## config.mk

```make
export PLATFORM = sky130hd
export DESIGN_NAME = lc3b_mem_unit
export DESIGN_NICKNAME = d
export VERILOG_FILES = /design/src/rtl/lc3b_types.sv /design/src/rtl/mem_lane_steer.sv /design/src/rtl/lc3b_mem_unit.sv
export SDC_FILE = /design/constraint.sdc
export NUM_CORES = 1
export LEC_CHECK = 0
export ABC_AREA = 1
export BUFFER_PORTS_ARGS = -buffer_cell sky130_fd_sc_hd__clkbuf_2
export CORE_MARGIN = 2
export CORE_UTILIZATION = 40
export CTS_CLUSTER_DIAMETER = 200
export DETAILED_ROUTE_END_ITERATION = 12
export GPL_TIMING_DRIVEN = 0
export PLACE_DENSITY = 0.63
export SETUP_SLACK_MARGIN = 0.05
export SYNTH_ARGS = -nofsm -noshare
export SYNTH_HDL_FRONTEND = slang
export SYNTH_SLANG_ARGS = --single-unit
```

## constraint.sdc

```tcl
create_clock -name clk -period 5.7 [get_ports clk]
set_clock_uncertainty 0.2 [all_clocks]
set_input_delay 0.57 -clock clk [delete_from_list [all_inputs] [get_ports clk]]
set_output_delay 0.57 -clock clk [all_outputs]
set_load 0.005 [all_outputs]
```

## src/rtl/lc3b_types.sv

```systemverilog
// rtl/lc3b_types.sv - shared LC-3b word, write-mask and memory-unit state types
package lc3b_types;

    typedef logic [15:0] lc3b_word;
    typedef logic [1:0]  lc3b_mem_wmask;

    typedef enum logic [1:0] {
        IDLE,
        IND_RD,
        MEM_RD,
        MEM_WR
    } lc3b_memunit_state;

endpackage

```

## src/rtl/mem_lane_steer.sv

```systemverilog
// rtl/mem_lane_steer.sv - byte-lane steering for LDB/STB accesses
// Pure combinational: byte enables, store replication and load lane extraction.
module mem_lane_steer (
    input  logic        addr_lsb,
    input  logic        is_byte,
    input  logic [15:0] wdata,
    input  logic [15:0] mem_rdata,
    output logic [1:0]  byte_enable,
    output logic [15:0] wdata_lane,
    output logic [15:0] rdata_lane
);

    always_comb begin
        byte_enable = 2'b11;
        wdata_lane  = wdata;
        rdata_lane  = mem_rdata;
        if (is_byte) begin
            byte_enable = addr_lsb ? 2'b10 : 2'b01;
            // the low byte is replicated so the memory sees it on whichever lane is enabled
            wdata_lane  = {wdata[7:0], wdata[7:0]};
            rdata_lane  = {8'h00, (addr_lsb ? mem_rdata[15:8] : mem_rdata[7:0])};
        end
    end

endmodule

```

## src/rtl/lc3b_mem_unit.sv

```systemverilog
// rtl/lc3b_mem_unit.sv - LC-3b multi-cycle load/store sequencer
// One request at a time; optional pointer fetch for LDI/STI; wait-limit watchdog.
module lc3b_mem_unit
    import lc3b_types::*;
#(
    parameter int WAIT_LIMIT = 255
) (
    input  logic        clk,
    input  logic        rst,
    input  logic        req_valid,
    input  logic        req_write,
    input  logic        req_byte,
    input  logic        req_indirect,
    input  logic [15:0] req_addr,
    input  logic [15:0] req_wdata,
    output logic        busy,
    output logic        done,
    output logic        err,
    output logic [15:0] rdata,
    output logic [15:0] mem_address,
    output logic        mem_read,
    output logic        mem_write,
    output logic [1:0]  mem_byte_enable,
    output logic [15:0] mem_wdata,
    input  logic [15:0] mem_rdata,
    input  logic        mem_resp
);

    localparam int CW = (WAIT_LIMIT > 1) ? $clog2(WAIT_LIMIT + 1) : 1;
    localparam logic [CW-1:0] LIMIT = CW'(WAIT_LIMIT);

    lc3b_memunit_state state, next_state;

    logic          r_write, r_byte, r_indirect;
    lc3b_word      r_addr, r_wdata, ptr, eff_addr;
    logic [CW-1:0] wait_cnt;
    logic          accept, ptr_load, rd_load, finish, abort, timeout;
    lc3b_mem_wmask steer_be;
    lc3b_word      steer_wdata, steer_rdata;

    assign eff_addr = r_indirect ? ptr : r_addr;
    assign busy     = (state != IDLE);
    assign timeout  = (WAIT_LIMIT != 0) && (wait_cnt == LIMIT) && !mem_resp;

    mem_lane_steer u_steer (
        .addr_lsb    (eff_addr[0]),
        .is_byte     (r_byte),
        .wdata       (r_wdata),
        .mem_rdata   (mem_rdata),
        .byte_enable (steer_be),
        .wdata_lane  (steer_wdata),
        .rdata_lane  (steer_rdata)
    );

    always_ff @(posedge clk or posedge rst) begin
        if (rst) state <= IDLE;
        else     state <= next_state;
    end

    // a response arriving in the limit cycle takes priority over the abort
    always_comb begin
        next_state = state;
        accept     = 1'b0;
        ptr_load   = 1'b0;
        rd_load    = 1'b0;
        finish     = 1'b0;
        abort      = 1'b0;
        unique case (state)
            IDLE: if (req_valid) begin
                accept     = 1'b1;
                next_state = req_indirect ? IND_RD : (req_write ? MEM_WR : MEM_RD);
            end
            IND_RD: if (mem_resp) begin
                ptr_load   = 1'b1;
                next_state = r_write ? MEM_WR : MEM_RD;
            end else if (timeout) begin
                abort      = 1'b1;
                next_state = IDLE;
            end
            MEM_RD: if (mem_resp) begin
                rd_load    = 1'b1;
                finish     = 1'b1;
                next_state = IDLE;
            end else if (timeout) begin
                abort      = 1'b1;
                next_state = IDLE;
            end
            MEM_WR: if (mem_resp) begin
                finish     = 1'b1;
                next_state = IDLE;
            end else if (timeout) begin
                abort      = 1'b1;
                next_state = IDLE;
            end
            default: next_state = IDLE;
        endcase
    end

    always_ff @(posedge clk or posedge rst) begin
        if (rst) begin
            r_write    <= 1'b0;
            r_byte     <= 1'b0;
            r_indirect <= 1'b0;
            r_addr     <= '0;
            r_wdata    <= '0;
            ptr        <= '0;
            wait_cnt   <= '0;
            done       <= 1'b0;
            err        <= 1'b0;
            rdata      <= '0;
        end else begin
            done <= finish | abort;
            err  <= abort;
            if (accept) begin
                r_write    <= req_write;
                r_byte     <= req_byte;
                r_indirect <= req_indirect;
                r_addr     <= req_addr;
                r_wdata    <= req_wdata;
            end
            if (ptr_load) ptr <= mem_rdata;
            if (rd_load)  rdata <= steer_rdata;
            if (next_state != state)
                wait_cnt <= '0;
            else if (busy && (WAIT_LIMIT != 0) && (wait_cnt != LIMIT))
                wait_cnt <= wait_cnt + 1'b1;
        end
    end

    always_comb begin
        mem_read        = 1'b0;
        mem_write       = 1'b0;
        mem_address     = '0;
        mem_byte_enable = '0;
        mem_wdata       = '0;
        unique case (state)
            IND_RD: begin
                mem_read        = 1'b1;
                mem_address     = {r_addr[15:1], 1'b0};
                mem_byte_enable = 2'b11;
            end
            MEM_RD: begin
                mem_read        = 1'b1;
                mem_address     = {eff_addr[15:1], 1'b0};
                mem_byte_enable = 2'b11;
            end
            MEM_WR: begin
                mem_write       = 1'b1;
                mem_address     = {eff_addr[15:1], 1'b0};
                mem_byte_enable = steer_be;
                mem_wdata       = steer_wdata;
            end
            default: ;
        endcase
    end

endmodule

```

==> impl_metrics.yaml <==
outcome:
  outcome: "finished clean"
critical_path:
  cp_common_cell: "clkbuf_1"
  critPathKind: "register to primary output"
  cp.required_ps: 4930
  crit_arrival_ps: 2290
  critical-path-max-stage-delay_ps: 460
  slowest_stage: "dfrtp_1"
  startpoint_type: "register"
  worst-r2r-setup-slack_ps: 3580
  cp_max_fo: 10
  worst-path-buf-inv: 4
  worstSetupEndpointType: "primary output"
  cp_top_family: "buffers and inverters"
  crit_chain: "inv_1, ha_1, clkbuf_1, clkbuf_1, nor2_1, clkbuf_2"
pwr:
  switching_share_pct: 38.7
  combinationalPowerShare_pct: 42.0
  p_sw_mw: 0.975
  p_seq_share_pct: 37.3
  clockPowerShare_pct: 20.7
  power_mw: 2.52
  p_int_mw: 1.55
  ir_worst_vdd_uv: 225
  power_leakage_nw: 2.56
  power.density_nw_per_um2: 514
global_routing:
  grt_use_total_pct: 19.4
  grt_pass1_wl_um: 15700
  grt_max_degree: 62
  antenna_found_initial: 0
  grt_overflow: 0
  grt_pass1_vias: 3288
sta:
  fin_ws_ps: 2640
  finalMaxSlewViolations: 0
  timing.final.crit_share_pct: 53.6
  final_hold_viol_count: 0
  grt_setup_unrepaired: "no"
  max_freq_mhz: 327
  max_slew.worst_pin.slew_ps: 513
  setup_viol: 0
  whs_ps: 235
  maxSlewHeadroom_pct: 65.8
  fin_setup_tns_ps: 0
  finalCriticalPeriod_ps: 3060
floorplan:
  initial_core_util_pct: 40.5
  core_area_um2: 9640
  ios: 110
  die_y_um: 103
  die_area_um2: 10600
  die_x_um: 103
  num_rows: 36
final_layout:
  nets: 598
  drive_gt1_share_pct: 36.7
  instances_no_fill: 675
  final_common_cell: "clkbuf_2"
  fin_util_pct: 50.8
  final_cell_mix: "clkbuf_2, dfrtp_1, nand2_1, inv_1, nor2_1"
  num_antenna_cells: 0
  area_growth_pct: 25.5
  fin_area_um2: 4900
placed_design:
  place.port_buffers: 108
  placed_area_um2: 4640
  dp_slack_ps: 3050
  place_congestion: 0.868
  post-dp-hpwl_um: 7370
  dp_cells: 658
cts:
  postCtsResizedCells: 0
  cts.sinks: 79
  ctsHtreeMaxLevel: 3
  cts_tree: "yes"
  numCtsBuffers: 9
  ctsHoldBuffers: 1
  clk_latency_ps: 350
  clock_path_buffers: 2
  clock-root-buffer: "clkbuf_8"
  clk_pin_slew_ps: 100
  post-cts-setup-buffers: 0
routing:
  detail-route-antenna-nets: 0
  wirelength_um: 9680
  via_count: 3280
  routedWlPerCell_um: 14.3
  via_per_inst: 4.86
  drtIter0Drc: 110
  drc: 0
  drtPass1Iterations: 4
yosys:
  syn_inst: 416
  ys_warn_count: 0
  ys_seq_area_share_pct: 50.6
  synth_cell_types: 37
  synth_area_um2: 3900
  syn_avg_cell_area_um2: 9.38
  postSynthRegisterBits: 79
  synth_nets: 477
flow_run:
  cap_violations: 0
hold_path:
  min_path_type: "input pin to register"
[kinds of logic (layout without fill, tap and decap cells)]
kind of cell,after synthesis,count (layout),share of synthesized area [%]
AND/OR/NAND/NOR,145,145,17.5
AO/OA/AOI/OAI,82,82,12.4
flip-flops,79,79,50.6
buffers and inverters,66,192,7.15
multiplexers,31,31,8.94
adder cells (fa/ha/maj),6,6,1.92
XOR/XNOR,6,6,1.35
other,1,1,0.0961
[layout make-up]
type | instances | area (um^2)
Sequential cell | 79 | 1980
Clock buffer | 9 | 124
Fill cell | 963 | 4740
Multi-Input combinational cell | 271 | 1650
Timing Repair Buffer | 110 | 578
Clock inverter | 7 | 126
Buffer | 19 | 100
Inverter | 47 | 181
Tap cell | 133 | 166
[flip-flops by register name, summed over array words and instances, names as in the netlist]
name	cells
done	1
err	1
ptr	16
r_addr	16
r_byte	1
r_indirect	1
r_wdata	16
r_write	1
rdata	16
state	2
wait_cnt	8
[final timing paths]
kind / start / endpoint / depth (start not counted)
setup reg to reg: state[0]$_DFF_PP0_ / r_wdata[1]$_DFFE_PP0P_ / 6
min in group asynchronous: rst / r_addr[8]$_DFFE_PP0P_ / 3
hold / removal: req_addr[12] / r_addr[12]$_DFFE_PP0P_ / 2
setup / recovery: state[0]$_DFF_PP0_ / mem_address[15] / 6
hold reg to reg: ptr[0]$_DFFE_PP0P_ / ptr[0]$_DFFE_PP0P_ / 2
max in group asynchronous: rst / state[0]$_DFF_PP0_ / 4
[cell usage after synthesis]
master,count,share of area [%]
clkinv_1,1,0.096
buf_4,2,0.38
a22oi_1,9,1.7
nand2_4,3,0.87
nand3_1,6,0.77
o22ai_1,1,0.16
xnor2_1,2,0.45
nor2_2,9,1.4
ha_1,6,1.9
o31ai_1,8,1.5
o21bai_4,1,0.48
nor2_8,1,0.51
nor2_1,38,3.7
conb_1,1,0.096
inv_1,40,3.8
nand4_1,2,0.32
o21ai_2,1,0.22
dfrtp_1,79,51
nand2_2,10,1.6
a21boi_0,5,0.96
xor2_1,4,0.90
a21oi_1,19,2.4
o21ai_1,1,0.13
nand3_4,1,0.45
nand2_1,72,6.9
buf_6,2,0.58
nor2_4,1,0.29
nor3b_2,1,0.32
mux2_1,2,0.58
nand4_2,1,0.32
mux2_2,29,8.4
a31oi_1,1,0.16
o21ai_0,36,4.6
inv_4,1,0.16
inv_2,5,0.48
buf_2,5,0.64
clkbuf_1,10,0.96
[power by group through the flow]
stage	Clock, mW	Sequential [mW]	Combinational [mW]
global route	0.559	0.973	1.20
CTS	0.532	0.943	1.07
global placement	0	0.944	1.04
detailed placement	0	0.950	1.07
floorplan	0	0.914	0.715
finish	0.522	0.941	1.06
[routing by layer]
layer | routed length [um] | global-route usage, %
met1 | 4300 | 25.1
met5 | 0 | 0
met4 | 97 | 4.76
met2 | 4780 | 33.1
met3 | 509 | 4.61
[worst reg2reg max path: cells and delay by family (launching register included)]
| kind | cells | cell delay, ps |
|---|---|---|
| buffers and inverters | 3 | 630 |
| DFF | 1 | 460 |
| muxes | 1 | 320 |
| adders and majority gates | 1 | 270 |
| and+or+nand+nor | 1 | 120 |
Note: power is estimated with default switching activity, not from simulation.
